File: src/rtl/mdu_pkg.sv
// Shared op/state types and op-decoding helpers for the HI/LO multiply/divide unit.
package mdu_pkg;

    typedef enum logic [3:0] {
        OP_MULT  = 4'd0,
        OP_MULTU = 4'd1,
        OP_DIV   = 4'd2,
        OP_DIVU  = 4'd3,
        OP_MADD  = 4'd4,
        OP_MADDU = 4'd5,
        OP_MSUB  = 4'd6,
        OP_MSUBU = 4'd7,
        OP_MTHI  = 4'd8,
        OP_MTLO  = 4'd9
    } mdu_op_e;

    typedef enum logic [1:0] {
        IDLE = 2'd0,
        MUL  = 2'd1,
        DIV  = 2'd2
    } mdu_state_e;

    function automatic logic is_mul(input mdu_op_e op);
        return (op == OP_MULT) || (op == OP_MULTU) || (op == OP_MADD) ||
               (op == OP_MADDU) || (op == OP_MSUB) || (op == OP_MSUBU);
    endfunction

    function automatic logic is_div(input mdu_op_e op);
        return (op == OP_DIV) || (op == OP_DIVU);
    endfunction

    function automatic logic is_signed(input mdu_op_e op);
        return (op == OP_MULT) || (op == OP_DIV) || (op == OP_MADD) || (op == OP_MSUB);
    endfunction

    function automatic logic is_acc(input mdu_op_e op);
        return (op == OP_MADD) || (op == OP_MADDU) || (op == OP_MSUB) || (op == OP_MSUBU);
    endfunction

    function automatic logic is_sub(input mdu_op_e op);
        return (op == OP_MSUB) || (op == OP_MSUBU);
    endfunction

endpackage

File: src/rtl/mdu_div_step.sv
// Combinational restoring-division slice: DIV_BITS quotient bits per call on
// unsigned magnitudes. The dividend shifts out of i_quo as quotient bits shift in.
module mdu_div_step #(
    parameter int XLEN     = 32,
    parameter int DIV_BITS = 1
) (
    input  logic [XLEN-1:0] i_rem,
    input  logic [XLEN-1:0] i_quo,
    input  logic [XLEN-1:0] i_dvs,
    output logic [XLEN-1:0] o_rem,
    output logic [XLEN-1:0] o_quo
);
    always_comb begin
        logic [XLEN:0]   v_sh;
        logic [XLEN-1:0] v_rem;
        logic [XLEN-1:0] v_quo;
        v_sh  = '0;
        v_rem = i_rem;
        v_quo = i_quo;
        for (int k = 0; k < DIV_BITS; k++) begin
            v_sh  = {v_rem, v_quo[XLEN-1]};
            v_quo = {v_quo[XLEN-2:0], 1'b0};
            if (v_sh >= {1'b0, i_dvs}) begin
                v_sh     = v_sh - {1'b0, i_dvs};
                v_quo[0] = 1'b1;
            end
            v_rem = v_sh[XLEN-1:0];
        end
        o_rem = v_rem;
        o_quo = v_quo;
    end
endmodule

File: src/rtl/hilo_mdu.sv
// HI/LO multiply/divide unit beside the EX-stage ALU: pipelined multiplier, iterative
// restoring divider, MADD/MSUB accumulate, flush-abort and an accept/busy handshake.
module hilo_mdu
    import mdu_pkg::*;
#(
    parameter int XLEN       = 32,
    parameter int MUL_STAGES = 3,
    parameter int DIV_BITS   = 1
) (
    input  logic            clk,
    input  logic            rst,
    input  logic            stall_i,
    input  logic            flush_i,
    input  logic            op_valid,
    input  logic [3:0]      op,
    input  logic [XLEN-1:0] src_a,
    input  logic [XLEN-1:0] src_b,
    input  logic            hilo_rd,
    output logic [XLEN-1:0] hi_o,
    output logic [XLEN-1:0] lo_o,
    output logic            busy,
    output logic            stall_o,
    output logic            done
);
    localparam int PW        = 2 * XLEN;
    localparam int DIV_ITERS = XLEN / DIV_BITS;
    localparam int CNT_W     = $clog2(DIV_ITERS + 1);
    localparam logic [CNT_W-1:0] CNT_LAST = CNT_W'(DIV_ITERS);

    mdu_state_e      r_state, w_state_nxt;
    mdu_op_e         w_op;
    logic            w_accept, w_start_mul, w_start_div;
    logic            w_mul_done, w_div_done, w_complete;
    logic [XLEN-1:0] r_hi, r_lo;
    logic            r_done;

    assign w_op        = mdu_op_e'(op);
    assign busy        = (r_state != IDLE);
    assign w_accept    = op_valid & ~busy & ~stall_i & ~flush_i;
    assign w_start_mul = w_accept & is_mul(w_op);
    assign w_start_div = w_accept & is_div(w_op);
    assign stall_o     = busy & (op_valid | hilo_rd);
    assign hi_o        = r_hi;
    assign lo_o        = r_lo;
    assign done        = r_done;

    // Multiplier: one XLEN+1 signed product, then a MUL_STAGES-deep register pipe.
    logic signed [XLEN:0] w_a_ext, w_b_ext;
    logic [PW-1:0]        w_prod;
    logic [PW-1:0]        r_prod_p [MUL_STAGES];
    logic [MUL_STAGES-1:0] r_vld_p;
    logic                 r_acc, r_sub;

    assign w_a_ext = $signed({is_signed(w_op) & src_a[XLEN-1], src_a});
    assign w_b_ext = $signed({is_signed(w_op) & src_b[XLEN-1], src_b});
    assign w_prod  = PW'(w_a_ext) * PW'(w_b_ext);

    always_ff @(posedge clk) begin
        if (w_start_mul) begin
            r_prod_p[0] <= w_prod;
            r_acc       <= is_acc(w_op);
            r_sub       <= is_sub(w_op);
        end
        for (int i = 1; i < MUL_STAGES; i++) r_prod_p[i] <= r_prod_p[i-1];
    end

    always_ff @(posedge clk) begin
        if (rst || flush_i) begin
            r_vld_p <= '0;
        end else begin
            r_vld_p[0] <= w_start_mul;
            for (int i = 1; i < MUL_STAGES; i++) r_vld_p[i] <= r_vld_p[i-1];
        end
    end

    // Divider: magnitudes captured at accept, DIV_BITS per cycle, signs fixed on the last cycle.
    logic [XLEN-1:0]  w_abs_a, w_abs_b, w_rem_nxt, w_quo_nxt;
    logic             w_neg_a, w_neg_b;
    logic [XLEN-1:0]  r_rem, r_quo, r_dvs;
    logic             r_neg_q, r_neg_r, r_dz;
    logic [CNT_W-1:0] r_cnt;
    logic             w_div_iter;

    assign w_neg_a    = is_signed(w_op) & src_a[XLEN-1];
    assign w_neg_b    = is_signed(w_op) & src_b[XLEN-1];
    assign w_abs_a    = w_neg_a ? -src_a : src_a;
    assign w_abs_b    = w_neg_b ? -src_b : src_b;
    assign w_div_iter = (r_state == DIV) && (r_cnt != CNT_LAST);

    mdu_div_step #(
        .XLEN     (XLEN),
        .DIV_BITS (DIV_BITS)
    ) u_div_step (
        .i_rem (r_rem),
        .i_quo (r_quo),
        .i_dvs (r_dvs),
        .o_rem (w_rem_nxt),
        .o_quo (w_quo_nxt)
    );

    always_ff @(posedge clk) begin
        if (w_start_div) begin
            r_rem   <= '0;
            r_quo   <= w_abs_a;
            r_dvs   <= w_abs_b;
            r_neg_q <= w_neg_a ^ w_neg_b;
            r_neg_r <= w_neg_a;
            r_dz    <= (src_b == '0);
        end else if (w_div_iter) begin
            r_rem <= w_rem_nxt;
            r_quo <= w_quo_nxt;
        end
    end

    always_ff @(posedge clk) begin
        if (rst || w_start_div) r_cnt <= '0;
        else if (w_div_iter)    r_cnt <= r_cnt + CNT_W'(1);
    end

    assign w_mul_done = (r_state == MUL) & r_vld_p[MUL_STAGES-1];
    assign w_div_done = (r_state == DIV) & (r_cnt == CNT_LAST);
    assign w_complete = (w_mul_done | w_div_done) & ~flush_i;

    // Result selection; accumulate reads HI/LO as they stand at the completion edge.
    logic [PW-1:0]   w_hilo, w_mul_res, w_div_res;
    logic [XLEN-1:0] w_quo_fix, w_rem_fix, w_lo_div;

    assign w_hilo    = {r_hi, r_lo};
    assign w_quo_fix = r_neg_q ? -r_quo : r_quo;
    assign w_rem_fix = r_neg_r ? -r_rem : r_rem;
    assign w_lo_div  = r_dz ? '1 : w_quo_fix;
    assign w_div_res = {w_rem_fix, w_lo_div};

    always_comb begin
        w_mul_res = r_prod_p[MUL_STAGES-1];
        if (r_acc) begin
            w_mul_res = r_sub ? (w_hilo - r_prod_p[MUL_STAGES-1])
                              : (w_hilo + r_prod_p[MUL_STAGES-1]);
        end
    end

    always_ff @(posedge clk) begin
        if (rst) begin
            r_hi <= '0;
            r_lo <= '0;
        end else if (w_accept && w_op == OP_MTHI) begin
            r_hi <= src_a;
        end else if (w_accept && w_op == OP_MTLO) begin
            r_lo <= src_a;
        end else if (w_complete) begin
            {r_hi, r_lo} <= w_mul_done ? w_mul_res : w_div_res;
        end
    end

    always_ff @(posedge clk) begin
        if (rst) begin
            r_state <= IDLE;
            r_done  <= 1'b0;
        end else begin
            r_state <= w_state_nxt;
            r_done  <= w_complete;
        end
    end

    always_comb begin
        w_state_nxt = r_state;
        case (r_state)
            IDLE: begin
                if (w_start_mul)      w_state_nxt = MUL;
                else if (w_start_div) w_state_nxt = DIV;
            end
            MUL:     if (flush_i || w_mul_done) w_state_nxt = IDLE;
            DIV:     if (flush_i || w_div_done) w_state_nxt = IDLE;
            default: w_state_nxt = IDLE;
        endcase
    end

endmodule

File: config.mk
export PLATFORM = sky130hd
export DESIGN_NAME = hilo_mdu
export DESIGN_NICKNAME = d
export VERILOG_FILES = /design/src/rtl/mdu_pkg.sv /design/src/rtl/mdu_div_step.sv /design/src/rtl/hilo_mdu.sv
export SDC_FILE = /design/constraint.sdc
export NUM_CORES = 2
export LEC_CHECK = 0
export CORE_MARGIN = 2
export CORE_UTILIZATION = 59
export CTS_CLUSTER_DIAMETER = 60
export DETAILED_ROUTE_END_ITERATION = 12
export HOLD_SLACK_MARGIN = 0.1
export MAX_ROUTING_LAYER = met4
export PLACE_DENSITY = 0.88
export SYNTH_ARGS = -nofsm -noshare
export SYNTH_HDL_FRONTEND = slang
export SYNTH_SLANG_ARGS = --single-unit
File: constraint.sdc
create_clock -name clk -period 10.2 [get_ports clk]
set_clock_uncertainty 0.2 [all_clocks]
set_input_delay 2.55 -clock clk [delete_from_list [all_inputs] [get_ports clk]]
set_output_delay 2.55 -clock clk [all_outputs]
set_load 0.01 [all_outputs]
# Word-level counts from Yosys, hierarchy flattened
# Memory sizes are Yosys's and may differ from the RTL's.
# Index checks and enable logic that the tools add are counted.
[word_totals]
word_cells = 114
out_inout_bits = 67
inputBits = 74
n_memories = 1
regBits = 177
ram_bits = 192
[classes]
n_bitwise = 18
n_reduce_logical = 30
multipliers = 1
n_mux = 24
magnitude_cmp = 1
add_sub_neg = 8
n_eq_ne = 17
[mem_list]
columns = ["memory", "words", "word_bits", "rd", "rd_ports_with_merged_regs", "wr", "line", "text"]
rows = [
  ["r_prod_p", 3, 64, 3, 0, 3, "hilo_mdu.sv:50", "logic [PW-1:0] r_prod_p [MUL_STAGES];"],
]
[op_table]
columns = ["operator", "count"]
rows = [
  ["$mux 32", 13],
  ["$mux 64", 3],
  ["$neg 32->32", 4],
  ["$add 64x64->64", 1],
  ["$mul 33x33->64", 1],
  ["$sub 64x64->64", 1],
  ["$ge 33x32->1", 1],
  ["$logic_not 32->1", 1],
  ["$sub 32x32->32", 1],
  ["$logic_or 1x1->1", 17],
  ["$eq 4x3->1 const B", 4],
  ["$and 1x1->1", 11],
  ["$eq 4x2->1 const B", 2],
  ["$eq 4x4->1 const B", 2],
  ["$mux 2", 4],
  ["$reduce_bool 2->1", 4],
  ["$add 6x1->6 const B", 1],
  ["$eq 6x6->1 const B", 1],
  ["$ne 6x6->1 const B", 1],
  ["$pmux 2 s3", 1],
  ["$eq 4x1->1 const B", 1],
  ["$logic_not 4->1", 1],
  ["$ne 2x1->1 const B", 2],
  ["$not 1->1", 4],
  ["11 further kinds", 17],
]

# Longest topological paths before layout
[depth]
ltp_word = 9
ltp_mapped = 34
mapped_depth_nobuf = 31

# Modules after synthesis
# A second synthesis with hierarchy kept.
[unflattened]
cells_unflattened = 6793
hier_area_um2 = 60311.6
[modules_own_cells]
columns = ["mod", "cells_each", "n_inst", "area_per_inst_um2", "seq_area_each_um2"]
rows = [
  ["hilo_mdu", 6381, 1, 57609.0, 8718.4],
  ["mdu_div_step", 412, 1, 2702.6, 0.0],
]

# Worst setup path after synthesis
# Ideal clock, no wire load.
[synth_timing]
path_kind = "input to register"
start = "input op[0]"
end = "memory r_prod_p[0][63] (netlist bit), data pin"
slack_ns = -0.582
stages = 27
arrival_time_ns = 10.316
required_time_ns = 9.734
setup_ns = 0.266
path_buffers = 2
path_cell_list = "nor2_1 nand2_1 clkbuf_1 clkbuf_1 nor2_1 fa_1 fa_1 fa_1 inv_1 fa_1 inv_1 fa_1 fa_1 inv_1 fa_1 fa_1 inv_1 ha_1 nand3_1 nor2_1 nand3_1 nor4_1 o22a_1 a31oi_1 o31a_1 mux2i_1 nand4_1"
[synth_lines]
columns = ["element", "line", "text"]
rows = [
  ["from (decl)", "hilo_mdu.sv:15", "input logic [3:0] op,"],
  ["to (decl)", "hilo_mdu.sv:50", ""],
]

==> reports/metrics.csv <==
stage,metric,value,unit
sta,RSZ-0062 raised after global routing,yes,
placement,Final HPWL DP,154,mm
placement,dpl cells,8209,
worst_setup_path,"Req. time, crit path",10.26,ns
drt,Total Wirelength,200,mm
worst_setup_path,reg-to-reg startpoint,r_prod_p[0][160],
yosys,ranking of synthesized cells by area,"fa_1 (38%), dfxtp_1 (8.0%), inv_1 (7.8%)",
sta,Worst-Margin Slew,1.09,ns
yosys,Synth Register Bits,369,
worst_setup_path,Worst Setup End Kind,flip-flop,
sta,period utilisation layout,101,%
yosys,yosys warns,0,
run_status,failing checks,setup timing,
cells_and_area,layout cells sized above 1,11.8,%
global_routing,GRT overflow,0,
cells_and_area,"most common cell after layout, fill and taps aside",inv_1,
drt,DR vias,51300,
sta,setup ws final,-0.0555,ns
clocking,Worst-Skew Late Latency,0.56,ns
yosys,Netlist cell types,80,
cells_and_area,post-layout net count,8540,
sta,max_slew headroom,27.2,%
worst_setup_path,number of cells on the critical path,26,
clocking,Max clock buf depth,3,
global_routing,vias in the first global route,52700,
sta,final slew viol count,0,
run,MaxCap Viol Count,0,
worst_setup_path,Setup crit start kind,primary input,
die,Initial Utilization,59.3,%
sta,final setup vio count,1,
die,row count,116,
die,die area,103000,um2
yosys,Syn Std Cell Area,59200,um2
global_routing,initial antenna violation count,20,
placement,IO buf count,140,
worst_setup_path,Critical Path Sink,r_prod_p[0][61],
worst_setup_path,reg-to-reg setup timing slack,4.29,ns
worst_setup_path,Worst R2R Path Depth,20,
yosys,post-synth top area share,38.1,%
drt,TritonRoute pass-1 iters,9,
cells_and_area,synthesis-to-layout area growth,15.0,%
worst_setup_path,largest fanout on the critical path,11,
clocking,CTS sink cnt,369,
worst_setup_path,crit-path max cell delay,0.63,ns
yosys,"Seq/Total Area, Yosys",14.7,%
clocking,clock-pin slew on the worst setup and hold paths,0.07,ns
worst_setup_path,critical path arrival,10.31,ns
worst_setup_path,cell mode on critical path,fa_1,
drt,DR vias/cell,6.13,
drt,DRT antenna net count,0,
die,die height,321,um
clocking,H-tree depth,2,
yosys,"Avg Cell Area, Syn",8.91,um2
clocking,CTS tree,yes,
yosys,Syn Inst Count,6638,
worst_setup_path,number of buffer and inverter stages on the critical path,7,
cells_and_area,Post-Layout Cell Count,8372,
global_routing,largest net degree at the start of global routing,71,
cells_and_area,most frequent cells in the layout,"inv_1 (1210), fa_1 (1092), nand2_1 (967)",
sta,endpoints failing hold,0,
drt,first-iteration detailed-routing DRC count,6638,
sta,Max Fclk,97.5,MHz
worst_setup_path,Crit path max-delay family,adder cells,
hold_path,Hold Crit Class,reg -> reg,
worst_setup_path,Critical Path Start,src_a[25],
yosys,Post-Syn Nets,8153,
global_routing,first-pass GRT wire length,294,mm
worst_setup_path,Critical-path top delay cell,fa_1,
die,io pins,141,
yosys,Post-synth EDFFs,133,
placement,GPL Wtd Cong,1.01,
clocking,Root Driver,clkbuf_16,
yosys,largest area contributor in the netlist,fa_1,
clocking,CTS Buf Count,35,
drt,detail-routed net length per standard cell,23.9,um
die,Core ar.,99700,um2
drt,DRC Markers,0,
run_status,status,"finished, violations left",
global_routing,gr usage total,38.5,%
worst_setup_path,R2R Path End,hi_o[22],
yosys,predominant post-synthesis flop cell,dfxtp_1,
yosys,ys async rst share,0,%
sta,min Tclk post-route,10.26,ns
die,die width,321,um
worst_setup_path,CP Class,in -> reg,
==> flip-flops by register name, indices dropped and copies added, names as in the netlist <==
name and cells:
r_neg_r 1, r_neg_q 1, done 1, hi_o 32, r_dvs 32, r_quo 32, r_sub 1, lo_o 32
r_prod_p 192, r_acc 1, r_state 2, r_vld_p 3, r_cnt 6, r_dz 1, r_rem 32
==> cell type report <==
type                       count  area [um2]
fill                        6825       31700
inverter                    1228        4620
clock inverter                17         149
multi-input combinational   4650       44900
tap                         1298        1620
timing repair buffer         741        7020
sequential                   369        8720
clock buffer                  46         948
antenna                       23        57.6
==> metrics by stage <==
| step | hold slack (ns) | util, % | TNS (ns) | worst slack (ns) | area [um2] |
|---|---|---|---|---|---|
| global placement | 0.110 | 65.5 | -15.39 | -1.13 | 65300 |
| global route | 0.128 | 68.2 | -1.28 | -0.276 | 68000 |
| finish | 0.123 | 68.2 | -0.0555 | -0.0555 | 68000 |
| detailed placement | 0.112 | 65.5 | -17.94 | -1.15 | 65300 |
| floorplan | 0.110 | - | 0 | 0.00387 | 59300 |
| CTS | 0.124 | 67.3 | 0 | 0.000182 | 67100 |
==> cells by family (layout without fill, tap and decap cells) <==
group | after synthesis | count (layout) | synth area share, %
AOI/OAI and AO/OA | 901 | 901 | 9.53
adders and majority gates | 1441 | 1441 | 44.8
DFF | 369 | 369 | 14.7
and+or+nand+nor | 1933 | 1933 | 15.1
xor gates and xnor gates | 344 | 344 | 5.09
buffers and inverters | 1619 | 2032 | 10.3
muxes | 31 | 31 | 0.527
other | 0 | 23 | 0
==> Yosys cell counts (all sizes together), types with 88 or more instances <==
master	count
nor3	94
and2	296
xnor2	227
fa	1127
xor2	117
dfxtp	236
a21oi	269
o21ai	223
a21o	88
edfxtp	133
nand2	973
nor2	268
ha	314
clkbuf	316
inv	1227
==> how the worst min path moves through the flow <==
stage	from	endpoint	slack (ns)	depth (start not counted)
global placement	r_prod_p[0][119]	r_prod_p[0][183]	0.11	0
floorplan	r_prod_p[0][64]	r_prod_p[0][128]	0.11	0
CTS	r_prod_p[0][96]	r_prod_p[0][160]	0.12	0
finish	r_prod_p[0][98]	r_prod_p[0][162]	0.12	0
global route	r_prod_p[0][86]	r_prod_p[0][150]	0.13	0
detailed placement	r_prod_p[0][90]	r_prod_p[0][154]	0.11	0
==> layer usage <==
metal	up-vias	share of wire (%)	global-route usage, %
met1	24900	34	46.9
met5	-	0	-
met3	1129	14	10.6
li1	21400	-	-
met4	0	8.0	21.8
met2	3895	44	57.9
==> repair_timing <==
action	4_1_cts	5_1_grt
setup endpoints to repair	16	14
gates cloned	5	10
hold buffers	0	0
setup buffers	38	27
resized for setup	82	143
pin swaps	54	105
Power is not shown: default switching activity piles up to over one toggle a cycle in this logic, so the estimate is an artifact.
